`src/rtl/pingpong_mux_ctrl.sv`:
```
// Scheduler for the registered 2:1 ping-pong mux: drains bank 0 and bank 1 in strict
// alternation, issuing select/address/read-enable and a release pulse after each drain.
module pingpong_mux_ctrl #(
  parameter int BLK_LEN    = 16,
  parameter int ADDR_W     = 4,
  parameter bit START_BANK = 1'b0
) (
  input  logic              clk,
  input  logic              reset,
  input  logic [1:0]        bank_full,
  input  logic              hold,
  output logic              sel,
  output logic              rd_en,
  output logic [ADDR_W-1:0] rd_addr,
  output logic              out_valid,
  output logic [1:0]        bank_release,
  output logic              busy
);

  typedef enum logic [1:0] {
    IDLE    = 2'd0,
    DRAIN   = 2'd1,
    RELEASE = 2'd2
  } state_t;

  localparam logic [ADDR_W-1:0] LAST_ADDR = ADDR_W'(BLK_LEN - 1);

  state_t            state_q, state_d;
  logic              next_bank_q, next_bank_d;
  logic [ADDR_W-1:0] cnt_q, cnt_d;
  logic              sel_q, sel_d;
  logic              out_valid_q, out_valid_d;
  logic [1:0]        release_q, release_d;
  logic              busy_q, busy_d;

  // Reads only stall on hold; hold has no influence outside a drain.
  assign rd_en        = (state_q == DRAIN) && !hold;
  assign rd_addr      = cnt_q;
  assign sel          = sel_q;
  assign out_valid    = out_valid_q;
  assign bank_release = release_q;
  assign busy         = busy_q;

  always_comb begin
    state_d     = state_q;
    next_bank_d = next_bank_q;
    cnt_d       = cnt_q;
    sel_d       = sel_q;
    busy_d      = busy_q;
    release_d   = 2'b00;
    out_valid_d = rd_en;

    case (state_q)
      IDLE: begin
        if (bank_full[next_bank_q]) begin
          state_d = DRAIN;
          sel_d   = next_bank_q;
          cnt_d   = '0;
          busy_d  = 1'b1;
        end
      end

      DRAIN: begin
        if (rd_en) begin
          if (cnt_q == LAST_ADDR) begin
            state_d   = RELEASE;
            cnt_d     = '0;
            release_d = sel_q ? 2'b10 : 2'b01;
          end else begin
            cnt_d = cnt_q + 1'b1;
          end
        end
      end

      RELEASE: begin
        // sel is left alone so the final word still leaves through the same mux leg.
        next_bank_d = ~sel_q;
        state_d     = IDLE;
        busy_d      = 1'b0;
      end

      default: begin
        state_d = IDLE;
        busy_d  = 1'b0;
      end
    endcase
  end

  always_ff @(posedge clk or posedge reset) begin
    if (reset) begin
      state_q     <= IDLE;
      next_bank_q <= START_BANK;
      cnt_q       <= '0;
      sel_q       <= 1'b0;
      out_valid_q <= 1'b0;
      release_q   <= 2'b00;
      busy_q      <= 1'b0;
    end else begin
      state_q     <= state_d;
      next_bank_q <= next_bank_d;
      cnt_q       <= cnt_d;
      sel_q       <= sel_d;
      out_valid_q <= out_valid_d;
      release_q   <= release_d;
      busy_q      <= busy_d;
    end
  end

endmodule

```
`config.mk`:
```
export PLATFORM = sky130hd
export DESIGN_NAME = pingpong_mux_ctrl
export DESIGN_NICKNAME = d
export VERILOG_FILES = /design/src/rtl/pingpong_mux_ctrl.sv
export SDC_FILE = /design/constraint.sdc
export NUM_CORES = 1
export LEC_CHECK = 0
export CAP_MARGIN = 15
export CORE_AREA = 2 2 41 43
export DETAILED_ROUTE_END_ITERATION = 12
export DIE_AREA = 0 0 43 45
export DONT_BUFFER_PORTS = 1
export PLACE_DENSITY = 0.54
export RECOVER_POWER = 100
export SETUP_SLACK_MARGIN = 0.05
export SYNTH_ARGS = -nofsm -noshare
export SYNTH_HDL_FRONTEND = slang
export SYNTH_SLANG_ARGS = --single-unit
```
`constraint.sdc`:
```
create_clock -name clk -period 1.4 [get_ports clk]
set_input_delay 0.42 -clock clk [delete_from_list [all_inputs] [get_ports clk]]
set_output_delay 0.42 -clock clk [all_outputs]
set_load 0.02 [all_outputs]
```
## After elaboration in Yosys (flattened, before gate mapping)

Cells that the tools add are included.

| storage, ports and cells | value |
|---|---|
| logic and storage cells | 41 |
| input bits | 5 |
| register bits after elaboration | 12 |

| operators by class | value |
|---|---|
| eq/ne operators | 6 |
| order comparisons | 1 |
| add/subtract/negate cells | 1 |
| bitwise gates (word level) | 2 |
| mux-type cells | 16 |
| reduce and logical (&&, ||, !) cells | 8 |

Operator list:

| cell | count |
|---|---|
| two-way mux 2 bit | 7 |
| two-way mux 4 bit | 3 |
| case mux 4 bit (2 select lines) | 1 |
| AND reduction 3 bit | 2 |
| adder 4 x 1 -> 4 bit (second input constant) | 1 |
| == test 4 bit (second input constant) | 1 |
| != test 2 bit (second input constant) | 2 |
| case mux 2 bit (2 select lines) | 1 |
| AND reduction 2 bit | 2 |
| two-way mux 1 bit | 3 |
| == test 2 x 1 -> 1 bit (second input constant) | 1 |
| == test 2 bit (second input constant) | 1 |
| zero test 2 bit | 1 |
| < comparator 1 x 2 -> 1 bit (second input constant) | 1 |
| != test 2 x 1 -> 1 bit (second input constant) | 1 |
| inverter 1 bit | 2 |
| case mux 1 bit (2 select lines) | 1 |
| nonzero test 2 bit | 1 |
| logical AND 1 bit | 1 |
| zero test 1 bit | 1 |

## Logic depth before layout (Yosys ltp)

Gate-level depths: netlist of the first run.

| logic depth | value |
|---|---|
| depth in word-level cells | 4 |
| gate-level depth with buffers | 4 |

## Worst setup path before layout of the first run

No wires, ideal clock.

| path | value |
|---|---|
| kind | flip-flop to output port |
| start point | register state_q[1] |
| end point | output rd_en |
| setup slack | -0.061 ns |
| arrival | 1.041 ns |
| cell stages (with the launch flop) | 4 |
| cell sequence | dfrtp_1 > buf_6 > or3b_4 > inv_1 |

| between the ends | value |
|---|---|
| cells in the longest elaborated chain, start to end | 2 |

RTL lines:

| element | RTL line | text |
|---|---|---|
| start, declared | 28 | `state_t state_q, state_d;` |
| start signal, assigned | 99 | `state_q <= state_d;` |
| == test 2 x 1 -> 1 bit | 37 | `assign rd_en = (state_q == DRAIN) && !hold;` |
| logical AND 1 bit | 37 |  |
| end, declared | 13 | `output logic rd_en,` |

Every way passes these cells.

## Worst setup path after layout of the first run

Ends and elaborated chain as after synthesis.

==> flow_summary.toml, run 1 <==
[setup_path]
reg2regPathDepth = 4
startpoint_type = "register"
cp_slowest_cell = "or3b_4"
crit_required_ns = 0.98
worst_ep_arrival_time_ns = 1.17
path_max_fanout = 3
reg2reg_slack_ns = 0.12
cp_cell_sequence = "or3b_4 -> inv_4"
worstSetupPathType = "reg2out"
end_kind = "output pin"
critical_path.max_stage_delay_ns = 0.41

[sta]
min_period_ns = 1.587
setup_viol = 1
whs_ns = 0.01970
fmax_mhz = 630.3
finalSetupTns_ns = -0.1867
rsz0062_at_grt = "yes"
slew_violations = 0
post-route-period-util = 1.133
tightest_slew_ns = 0.4364
finalWorstSetupSlack_ns = -0.1867
finClkSkew_ns = 0.007379
max_slew_margin = 0.7087
hold_viol_final = 0

[cells_and_area]
antennaDiodeCount = 0
final_common_cell = "dfrtp_1"
nNetsFinal = 65
multi_input_area_um2 = 232.7
stdcell_area_um2 = 645.6
final.fill_count = 161
synthToLayoutAreaGrowth_pct = 13.91
seq_area_um2 = 301.5
layoutNonFillerInstCount = 74
drive_gt1_frac = 0.2586

[power_and_ir_drop]
power_w = 0.001466
p_switching_w = 0.0005880
switching_share = 0.4010
ir_worst_vdd_v = 0.0009714
combinationalPowerShare = 0.404
pwr-share-seq = 0.405
power.internal_w = 0.0008783
power_per_cell_area_nw_per_um2 = 2271
p_leak_nw = 0.3264
clkPwrFrac = 0.191

[status]
status = "finished with violations"
violations = "negative setup slack"

[global_route]
grt_max_degree = 13
grtUsageTotal = 0.1402
antenna_found_initial = 0
globalRouteOverflowTotal = 0
grt_pass1_wl_um = 1938
grt_pass1_vias = 419

[placement]
placedInstanceArea_um2 = 615.6
port_buffers = 0
dpl.hpwl_um = 853
dp_cells = 70
gp_congestion = 0.8567

[clocking]
clk_latency_ns = 0.28
ctsHoldBuffers = 0
cts_tree = "yes"
htreeDepth = 1
root_buffer = "clkbuf_4"
cts_buffers = 3
clock_path_buffers = 2
cts_setup_buffers = 0
cts_sinks = 12
clk_pin_slew_ns = 0.08

[die]
io_pins = 15
start_util = 0.3852
die_w_um = 43
rows = 14
die_area_um2 = 1935
core_um2 = 1471
die_h_um = 45

[synth]
syn_area_um2 = 566.8
seq_area_frac_synth = 0.5298
syn-mean-instance-area_um2 = 11.34
yosys.cell_types.count = 29
syn_inst = 50
synth_nets = 56
ys_seq_elements = 12
yosys_warnings = 0

[drt]
vias_per_cell = 5.662
avgRoutedWirePerCell_um = 15.38
firstDrtPassIters = 4
routed_wl_um = 1138
via_count = 419
drc = 0
postRouteAntennaNets = 0
drt-initial-drc-count = 6

[run]
maxCapViolCount = 0

[worst_hold_path]
hold_class = "in2async"
-- critical path: cells and delay by family (launching register included) --
kind                   cells  cell delay, ns
AND/OR/NAND/NOR            1            0.41
flip-flops                 1            0.39
buffers and inverters      1            0.10
-- power groups by stage --
stage,Combinational [W],Sequential (W),Clock [W]
after floorplan,0.000359,0.000662,0
after global placement,0.000589,0.000587,0
after detailed placement,0.000618,0.000595,0
after CTS,0.000620,0.000590,0.000285
after global routing,0.000667,0.000613,0.000305
final,0.000592,0.000594,0.000280
-- through the flow --
step / util / worst slack, ns
after floorplan: - / 0.01581
after global placement: 0.4184 / 0.05282
after detailed placement: 0.4184 / 0.05028
after CTS: 0.4430 / -0.1925
after global routing: 0.4388 / -0.2278
final: 0.4388 / -0.1867
-- metal layers --
layer  routed length [um]  GRT usage  vias up  part of all wire
li1                     -          -      195                 -
met1                  502     0.1692      207              0.44
met2                  550     0.2333       13              0.48
met3                   56    0.04800        4             0.049
met4                   28    0.05455        0             0.025
met5                    0          0        -                 0
-- cells in the mapped netlist --
cell       count  area [um2]
a211o_2        1       10.01
a21o_1         3       22.52
a21oi_1        3       15.01
a22o_1         1       8.760
a31oi_1        2       12.51
and2_1         1       6.260
and2b_1        1       7.510
and3_1         1       6.260
and4_1         1       8.760
buf_4          1       7.510
buf_6          1       11.26
dfrtp_1       12       300.3
ha_1           1       12.51
inv_1          4       15.01
mux2_2         1       11.26
mux2i_1        1       10.01
nand2_1        1       3.750
nand2b_1       1       6.260
nand3_1        1       5.000
nand3b_1       1       7.510
nor2_1         2       7.510
nor3_1         1       5.000
nor3_2         1       10.01
nor3b_1        2       15.01
nor4b_1        1       8.760
o21ai_1        1       5.000
o21bai_1       1       7.510
o2bb2ai_1      1       8.760
or3b_4         1       11.26
-- layout make-up --
type                       instances  area share
timing repair buffer               6     0.05814
multi-input combinational         32      0.3605
clock buffer                       4     0.05620
sequential                        12      0.4671
inverter                           4     0.02713
tap                               16     0.03101
-- final timing paths --
check                                  startpoint                         to
min in group clk                             hold     state_q[0]$_DFFE_PP0P_
min reg2reg                rd_addr[2]$_DFFE_PP0P_     rd_addr[2]$_DFFE_PP0P_
max reg2reg                rd_addr[1]$_DFFE_PP0P_  bank_release[1]$_DFF_PP0_
max                        state_q[1]$_DFFE_PP0P_                      rd_en
min                                         reset        out_valid$_DFF_PP0_
max in group asynchronous                   reset     rd_addr[2]$_DFFE_PP0P_
-- flip-flops by register name, indices dropped and copies added, names as in the netlist --
| signal | cells |
|---|---|
| busy | 1 |
| next_bank_q | 1 |
| sel | 1 |
| bank_release | 2 |
| rd_addr | 4 |
| state_q | 2 |
| out_valid | 1 |
-- logic make-up (layout without fill, tap and decap cells) --
family / after synthesis / count (layout) / share of synthesized area
flip-flops: 12 / 12 / 0.5298
buffers and inverters: 6 / 14 / 0.05960
adder cells (fa/ha/maj): 1 / 1 / 0.02207
multiplexers: 2 / 2 / 0.03753
AO/OA/AOI/OAI: 13 / 13 / 0.1589
AND/OR/NAND/NOR: 16 / 16 / 0.1921
-- timing repair --
action / in CTS / in global routing
resized for setup: 0 / 2
cloned: 0 / 0
setup endpoints to repair: 1 / 3
pin swaps: 0 / 0
Power figures use the tool's default switching activity.
==> run 2: changes to the inputs <==
Settings changed: DONT_BUFFER_PORTS 1 to unset, PLACE_DENSITY 0.54 to 0.68.
==> run 2 against run 1 <==
Net effect:
- the flow still finishes with violations (negative setup slack)
- non-clock buffer count up 20
- sequential share of layout area down 10 points
- utilization up 12 points
- clock-buffer cell count unchanged
- largest power group is now combinational logic
- highest routed layer unchanged
==> flow_summary.toml, run 2 (same netlist as run 1, synthesis figures left out) <==
[global_route]
grt_busiest_layer = "met2"
grt_max_degree = 13
gr-usage-met1 = 0.1765
globalRouteOverflowTotal = 0
grt_pass1_vias = 433
grtUsageTotal = 0.1358
grt_pass1_wl_um = 1869
grt_use_met3 = 0.07600
antenna_found_initial = 0
grt.met2_usage = 0.1879

[setup_path]
crit_required_ns = 0.98
startpoint_type = "primary input"
r2r-start = "state_q[1]$_DFFE_PP0P_"
reg2reg_to = "bank_release[1]$_DFF_PP0_"
reg2reg_slack_ns = 0.06
end_kind = "output pin"
worstSetupPathType = "in2out"
worst_ep_arrival_time_ns = 1.24
reg2regPathDepth = 5
path_max_fanout = 2

[sta]
finClkSkew_ns = 0.001294
max_slew_margin = 0.5805
min_period_ns = 1.660
post-route-period-util = 1.186
finalWorstSetupSlack_ns = -0.2601
finalSetupTns_ns = -0.2601
setup_viol = 1
tightest_slew_ns = 0.6292
rsz0062_at_grt = "yes"
hold_viol_final = 0
whs_ns = 0.5072
slew_violations = 0
fmax_mhz = 602.4

[power_and_ir_drop]
clkPwrFrac = 0.166
power_per_cell_area_nw_per_um2 = 1976
switching_share = 0.3669
p_leak_nw = 0.4222
ir_worst_vdd_v = 0.001157
power_w = 0.001624
combinationalPowerShare = 0.515
p_switching_w = 0.0005959
pwr-share-seq = 0.319
power.internal_w = 0.001028

[run]
maxCapViolCount = 0

[placement]
dpl.hpwl_um = 796.8
gp_congestion = 0.8049
port_buffers = 14
placedInstanceArea_um2 = 785.8

[status]
violations = "negative setup slack"
status = "finished with violations"

[drt]
vias_per_cell = 5.000
avgRoutedWirePerCell_um = 12.24
postRouteAntennaNets = 0
via_count = 470
firstDrtPassIters = 4
drt-initial-drc-count = 10
drc = 0
routed_wl_um = 1151

[cells_and_area]
drive_gt1_frac = 0.4487
layout_common_cells = "12 x dfrtp_1, 10 x buf_4, 6 x buf_2"
stdcell_area_um2 = 822.0
final.fill_count = 139
nNetsFinal = 85
final_common_cell = "dfrtp_1"
largest_reg_flops = 4
antennaDiodeCount = 0
synthToLayoutAreaGrowth_pct = 45.03
utilization = 0.5587

[clocking]
root_buffer = "clkbuf_4"
htreeDepth = 1
clk_pin_slew_ns = 0.07
cts_buffers = 3
cts_sinks = 12
ctsHoldBuffers = 0
cts_tree = "yes"
clock_path_buffers = 2
clk_latency_ns = 0.27

[die]
start_util = 0.3852
die_h_um = 45
die_w_um = 43
rows = 14
core_um2 = 1471
die_area_um2 = 1935
io_pins = 15

[worst_hold_path]
hold_depth = 2
holdPathEnd = "busy$_DFFE_PP0P_"
min_from = "busy$_DFFE_PP0P_"
hold_class = "reg2reg"
-- run 2: critical path, stage by stage --
cell and delay, ns:
dlygate4sd2_1 0.24, or3b_4 0.41, inv_4 0.06, buf_6 0.10
-- run 2: through the flow --
step           worst slack [ns]  instances
6_report                -0.2601         94
5_1_grt                 -0.2889         94
4_1_cts                 -0.2802         92
3_5_place_dp            -0.9287         88
3_3_place_gp            -0.9194         88
2_1_floorplan           0.01581         50
-- run 2: worst max-delay path by stage --
stage	startpoint	endpoint	slack (ns)	cells after the start
4_1_cts	state_q[1]$_DFFE_PP0P_	rd_en	-0.28	3
3_3_place_gp	hold	rd_en	-0.92	4
2_1_floorplan	state_q[1]$_DFFE_PP0P_	rd_en	0.02	3
6_report	hold	rd_en	-0.26	4
3_5_place_dp	hold	rd_en	-0.93	4
5_1_grt	state_q[1]$_DFFE_PP0P_	rd_en	-0.29	3
-- run 2: per-layer routing --
layer	part of all wire	up-vias	wire length [um]
li1	-	235	-
met1	0.46	223	534
met2	0.47	10	545
met3	0.050	2	58
met4	0.010	0	12
met5	0	-	0
-- run 2: what timing repair did --
item / in CTS / in global routing
gates resized for setup: 33 / 14
endpoints found under the setup margin: 14 / 12
setup buffers: 0 / 2
pin swaps: 2 / 3
-- run 2: power groups by stage --
| stage | Sequential, W | Combinational [W] | Clock (W) |
|---|---|---|---|
| finish | 0.000519 | 0.000837 | 0.000269 |
| global route | 0.000536 | 0.000918 | 0.000299 |
| CTS | 0.000520 | 0.000850 | 0.000280 |
| detailed placement | 0.000523 | 0.000863 | 0 |
| global placement | 0.000522 | 0.000856 | 0 |
| floorplan | 0.000662 | 0.000359 | 0 |
-- run 2: final cells by class --
| class | instances | area, um2 | share of cell area |
|---|---|---|---|
| flip-flops and latches | 12 | 300.3 | 0.3653 |
| multi-input cells | 32 | 256.5 | 0.3120 |
| repair buffers | 26 | 191.4 | 0.2329 |
| clock buffers | 4 | 36.28 | 0.04414 |
| well taps | 16 | 20.02 | 0.02435 |
| inverters | 4 | 17.52 | 0.02131 |
